==> src/rtl/coin_debounce_pkg.sv <==
//------------------------------------------------------------------------------
// Module  : coin_debounce_pkg
// Brief   : Shared state encodings and default debounce length for coin logic.
// Revision: 1.0 - initial release
//------------------------------------------------------------------------------
`default_nettype none

package coin_debounce_pkg;

    localparam int unsigned c_DEB_CYCLES_DEFAULT = 4;
    localparam int unsigned c_STATE_W            = 2;

    localparam logic [c_STATE_W-1:0] ST_IDLE     = 2'b00;
    localparam logic [c_STATE_W-1:0] ST_RISE_CHK = 2'b01;
    localparam logic [c_STATE_W-1:0] ST_HIGH     = 2'b10;
    localparam logic [c_STATE_W-1:0] ST_FALL_CHK = 2'b11;

endpackage

`default_nettype wire

==> src/rtl/sync_2ff.sv <==
//------------------------------------------------------------------------------
// Module  : sync_2ff
// Brief   : 1-bit two-flop synchroniser with synchronous active-high reset.
// Revision: 1.0 - initial release
//------------------------------------------------------------------------------
`default_nettype none

module sync_2ff (
    input  logic clk,
    input  logic rst,
    input  logic i_d,
    output logic o_q
);

    logic r_meta;
    logic r_sync;

    always_ff @(posedge clk) begin
        if (rst) begin
            r_meta <= 1'b0;
            r_sync <= 1'b0;
        end else begin
            r_meta <= i_d;
            r_sync <= r_meta;
        end
    end

    assign o_q = r_sync;

endmodule

`default_nettype wire

==> src/rtl/coin_debounce.sv <==
//------------------------------------------------------------------------------
// Module  : coin_debounce
// Brief   : Synchronises and debounces the coin switch, one pulse per insertion.
// Revision: 1.0 - initial release
//------------------------------------------------------------------------------
`default_nettype none

module coin_debounce
    import coin_debounce_pkg::*;
#(
    parameter int unsigned DEB_CYCLES = c_DEB_CYCLES_DEFAULT
) (
    input  logic clk,
    input  logic rst,
    input  logic coin_raw,
    output logic coin,
    output logic coin_level
);

    localparam int unsigned      CNT_W      = $clog2(DEB_CYCLES) + 1;
    localparam logic [CNT_W-1:0] c_CNT_LAST = CNT_W'(DEB_CYCLES - 1);

    logic                 w_sync;
    logic [c_STATE_W-1:0] r_state;
    logic [c_STATE_W-1:0] w_state_next;
    logic [CNT_W-1:0]     r_cnt;
    logic [CNT_W-1:0]     w_cnt_next;
    logic                 w_cnt_done;
    logic                 w_coin_next;
    logic                 w_level_next;

    sync_2ff u_sync (
        .clk (clk),
        .rst (rst),
        .i_d (coin_raw),
        .o_q (w_sync)
    );

    assign w_cnt_done = (r_cnt == c_CNT_LAST);

    always_ff @(posedge clk) begin
        if (rst) begin
            r_state    <= ST_IDLE;
            r_cnt      <= '0;
            coin       <= 1'b0;
            coin_level <= 1'b0;
        end else begin
            r_state    <= w_state_next;
            r_cnt      <= w_cnt_next;
            coin       <= w_coin_next;
            coin_level <= w_level_next;
        end
    end

    always_comb begin
        w_state_next = r_state;
        case (r_state)
            ST_IDLE: begin
                if (w_sync) w_state_next = ST_RISE_CHK;
            end
            ST_RISE_CHK: begin
                if (!w_sync)         w_state_next = ST_IDLE;
                else if (w_cnt_done) w_state_next = ST_HIGH;
            end
            ST_HIGH: begin
                if (!w_sync) w_state_next = ST_FALL_CHK;
            end
            ST_FALL_CHK: begin
                // Release bounce returns to HIGH without re-arming the pulse.
                if (w_sync)          w_state_next = ST_HIGH;
                else if (w_cnt_done) w_state_next = ST_IDLE;
            end
            default: w_state_next = ST_IDLE;
        endcase
    end

    always_comb begin
        w_cnt_next = r_cnt;
        case (r_state)
            ST_IDLE:     if (w_sync)                 w_cnt_next = '0;
            ST_RISE_CHK: if (w_sync && !w_cnt_done)  w_cnt_next = r_cnt + 1'b1;
            ST_HIGH:     if (!w_sync)                w_cnt_next = '0;
            ST_FALL_CHK: if (!w_sync && !w_cnt_done) w_cnt_next = r_cnt + 1'b1;
            default:                                 w_cnt_next = '0;
        endcase
        w_coin_next  = (r_state == ST_RISE_CHK) && w_sync && w_cnt_done;
        w_level_next = (w_state_next == ST_HIGH) || (w_state_next == ST_FALL_CHK);
    end

endmodule

`default_nettype wire
==> config.mk <==
export PLATFORM = sky130hd
export DESIGN_NAME = coin_debounce
export DESIGN_NICKNAME = d
export VERILOG_FILES = /design/src/rtl/coin_debounce_pkg.sv /design/src/rtl/sync_2ff.sv /design/src/rtl/coin_debounce.sv
export SDC_FILE = /design/constraint.sdc
export NUM_CORES = 1
export LEC_CHECK = 0
export CORE_AREA = 5 5 42 44
export CTS_CLUSTER_DIAMETER = 40
export DETAILED_ROUTE_END_ITERATION = 10
export DIE_AREA = 0 0 47 49
export HOLD_SLACK_MARGIN = 0.05
export PLACE_DENSITY_LB_ADDON = 0.25
export SLEW_MARGIN = 40
export SYNTH_ARGS = -nofsm -noshare
export SYNTH_HDL_FRONTEND = slang
export SYNTH_SLANG_ARGS = --single-unit
export TNS_END_PERCENT = 5
==> constraint.sdc <==
create_clock -name clk -period 1.7 [get_ports clk]
set_input_delay 0.255 -clock clk [delete_from_list [all_inputs] [get_ports clk]]
set_output_delay 0.255 -clock clk [all_outputs]
set_load 0.005 [all_outputs]
; After elaboration in Yosys (flattened, before gate mapping)
; Cells that the tools add are included.
[totals]
word_cells = 38
regBits = 9
output_inout_bits = 2
inputBits = 3
[classes]
eq_ne = 10
mux = 12
n_addsub = 1
n_reduce_logical = 9
[op_table]
columns = op, count
row1 = $mux 2, 6
row2 = $mux 3, 4
row3 = $pmux 3 s4, 1
row4 = $eq 2x2->1 const B, 4
row5 = $pmux 2 s4, 1
row6 = $ne 2x2->1 const B, 3
row7 = $logic_and 1x1->1, 4
row8 = $reduce_and 4->1, 1
row9 = $add 3x1->3 const B, 1
row10 = $eq 3x2->1 const B, 1
row11 = $eq 2x1->1 const B, 1
row12 = $logic_not 1->1, 2
row13 = $logic_not 2->1, 1
row14 = $ne 2x1->1 const B, 1
row15 = $logic_or 1x1->1, 1

; Depth between registers and ports, before layout
[logic_depth]
ltp_word = 6
ltp_mapped = 5
mapped_depth_nobuf = 5

; By module
; Synthesis repeated with hierarchy kept, for this count alone.
[hier_totals]
cells_unflattened = 33
hier_area_um2 = 334.1
[by_module_without_submodules]
columns = module, instances, seq_area_each_um2, area_per_inst_um2, cells_each
row1 = coin_debounce, 1, 140.1, 281.5, 29
row2 = sync_2ff, 1, 40.0, 52.6, 4

; Worst setup path after synthesis
; No wires, ideal clock.
[synth_path]
path_type = flip-flop to flip-flop
from = reg r_cnt[0]
to = reg r_cnt[0]
arrival_ns = 1.060
t_required_ns = 1.570
slack_ns = 0.510
stages_incl_launch_ff = 6
setup_time_ns = 0.130
cell_sequence = dfxtp_1 > ha_1 > ha_1 > and2_1 > o21ai_0 > a21oi_1
[synth_via]
elab_chain_len = 5
[synth_rtl]
columns = item, line_no
row1 = start: declaration, coin_debounce.sv:26  ; logic [CNT_W-1:0] r_cnt;
row2 = start signal: assignment, coin_debounce.sv:49  ; r_cnt <= w_cnt_next;
row3 = branches (longest 5 deep; another with $add 3x1->3), n/a
; Several ways; the timed one is not identified. The select of a mux whose other input is x is not followed.
; A chain may end at the register's enable or synchronous reset.

; Worst setup path in the final report
[layout_path]
from = reg coin
to = out coin
[layout_rtl]
columns = item, line_no
row1 = start: declaration, coin_debounce.sv:16  ; output logic coin,
row2 = start signal: assignment, coin_debounce.sv:50  ; coin <= w_coin_next;
; No word-level cell between the ends.

==> qor.yml <==
grt_pass1_wl_mm: 1.04
numCtsBuffers: 3
place.gp.congestion: 0.743
vias: 268
clk_latency_ns: 0.25
post_synth_inst_count: 34
grt_max_degree: 10
yosysWarnings: 0
relSlewSlack_pct: 78.7
clock-sinks: 9
avgSynthCellArea_um2: 9.94
p_per_area_nw_per_um2: 915
min_period_ns: 1.33
drc: 0
post-cts-setup-buffers: 0
cap_violations: 0
regArea_um2: 180
rsz0062_at_grt: "no"
multiInputGateArea_um2: 150
drt-initial-drc-count: 2
grt_overflow: 0
layout.nets: 47
ir_drop_mv: 0.325
cts_resized: 0
io_pins: 5
viasPerCell: 4.70
setup_tns_ns: 0
synth_commonest_cells: "dfxtp_1, a21oi_1, nand2_1, o21ai_0"
clkTransAtPathRegs_ns: 0.06
setup_violations: 0
finalHoldViolCount: 0
ant_nets: 0
core_um2: 1400
cts.htree.levels: 1
std_cell_rows: 14
status: "finished, final reports clean"
syn2layout_area_growth_pct: 24.4
antenna_found_initial: 0
die_w_um: 47
routedWlPerCell_um: 10.5
crit_fanout: 1
drv_slew: 0
place_hpwl_um: 460
seq_area_frac_synth_pct: 53.3
drt_first_pass_iters: 4
grt_pass1_vias: 268
cts_max_path_buffers: 2
synthArstFlopShare_pct: 0
drive_gt1_share_pct: 7.32
synth_seq_cells: 9
postCtsHoldBufs: 0
synth_edf_count: 0
tightest_slew_ns: 0.318
synth_cell_types: 15
syn_area_um2: 338
port_buffers: 4
syn_nets: 39
clock_skew_ns: 0.00430
path_cells: "clkdlybuf4s50_1"
synth_top_cell_area_share_pct: 53.3
crit_path_end_kind: "output port"
max_stage_delay_ns: 0.51
drt_wl_total_um: 600
fillers: 163
critPathSlowestCell: "clkdlybuf4s50_1"
period_share_pct: 78.1
whs_ns: 0.445
synth_area_leaders: "dfxtp_1, a21oi_1, ha_1"
leakagePower_nw: 0.150
start_util_pct: 24.1
gr-usage-all-layers_pct: 6.20
hold_class: "reg2reg"
antenna_cells: 0
yosys.area.top_type: "dfxtp_1"
cp-start-kind: "flop"
critPathBufInv: 1
die-height_um: 49
critPathKind: "reg2out"
floorplan.die_area_um2: 2300
crit_family: "buffers and inverters"
arrival_ns: 1.07
fmax_mhz: 753
root_buffer: "clkbuf_4"
ys.flop_type: "dfxtp_1"
cts_tree: "done"
yosysMostFrequentCell: "dfxtp_1"
crit_required_ns: 1.44
## report_power, final
| part | total, mW | internal (mW) | switching (mW) |
|---|---|---|---|
| sequential | 0.216 | 0.214 | 0.00235 |
| clock | 0.156 | 0.0899 | 0.0659 |
| combinational | 0.0124 | 0.00678 | 0.00558 |
| total | 0.385 | 0.311 | 0.0739 |
## state kept, by name (all words and copies together) (netlist names)
signal,cells
coin,1
coin_level,1
r_cnt,3
r_state,2
u_sync.o_q,1
u_sync.r_meta,1
## layout by cell type, fill, tap and decap left out, drive strengths merged
master,n
nor4b,1
and2,1
xnor2,1
nor3,1
dfxtp,9
o21ai,3
nor2b,2
clkdlybuf4s50,4
ha,2
nand2,3
inv,1
nand4,1
clkbuf,4
xor2,1
nand4b,2
a21oi,5
## cell type report
cell class,instances,area share (%)
sequential,9,42.9
clock buffer,4,6.25
multi-input combinational,23,35.7
inverter,1,0.893
tap,16,4.76
timing repair buffer,4,9.52
## stage by stage
step,power (mW),setup slack [ns],util [%],instances,cell area (um2)
floorplan,0.227,0.510,-,34,338
global placement,0.233,0.451,28.1,53,394
global route,0.405,0.299,30.0,57,420
finish,0.385,0.372,30.0,57,420
detailed placement,0.234,0.426,28.1,53,394
CTS,0.397,0.351,30.0,57,420
## logic make-up after synthesis
kind of cell               after synthesis  share of synthesized area [%]
buffers and inverters                    2                           2.22
DFF                                      9                           53.3
AOI/OAI and AO/OA                        8                           11.8
xor gates and xnor gates                 2                           5.19
and+or+nand+nor                         11                           20.0
adders and majority gates                2                           7.41
## metal layers
layer  up-vias  wire, um  track usage [%]
li1        133         -                -
met1       124       238             5.95
met2         9       330             9.95
met3         2        22             1.11
met4         0         9             6.45
met5         -         0                0
## path summary, 6_finish.rpt
| kind | slack [ns] | end | depth (start not counted) | startpoint |
|---|---|---|---|---|
| hold reg to reg | 0.45 | u_sync.o_q | 1 | u_sync.r_meta |
| hold / removal | 0.45 | u_sync.o_q | 1 | u_sync.r_meta |
| setup / recovery | 0.37 | coin | 1 | coin |
| setup reg to reg | 0.41 | r_cnt[1] | 5 | r_cnt[0] |
Power figures use the tool's default switching activity.
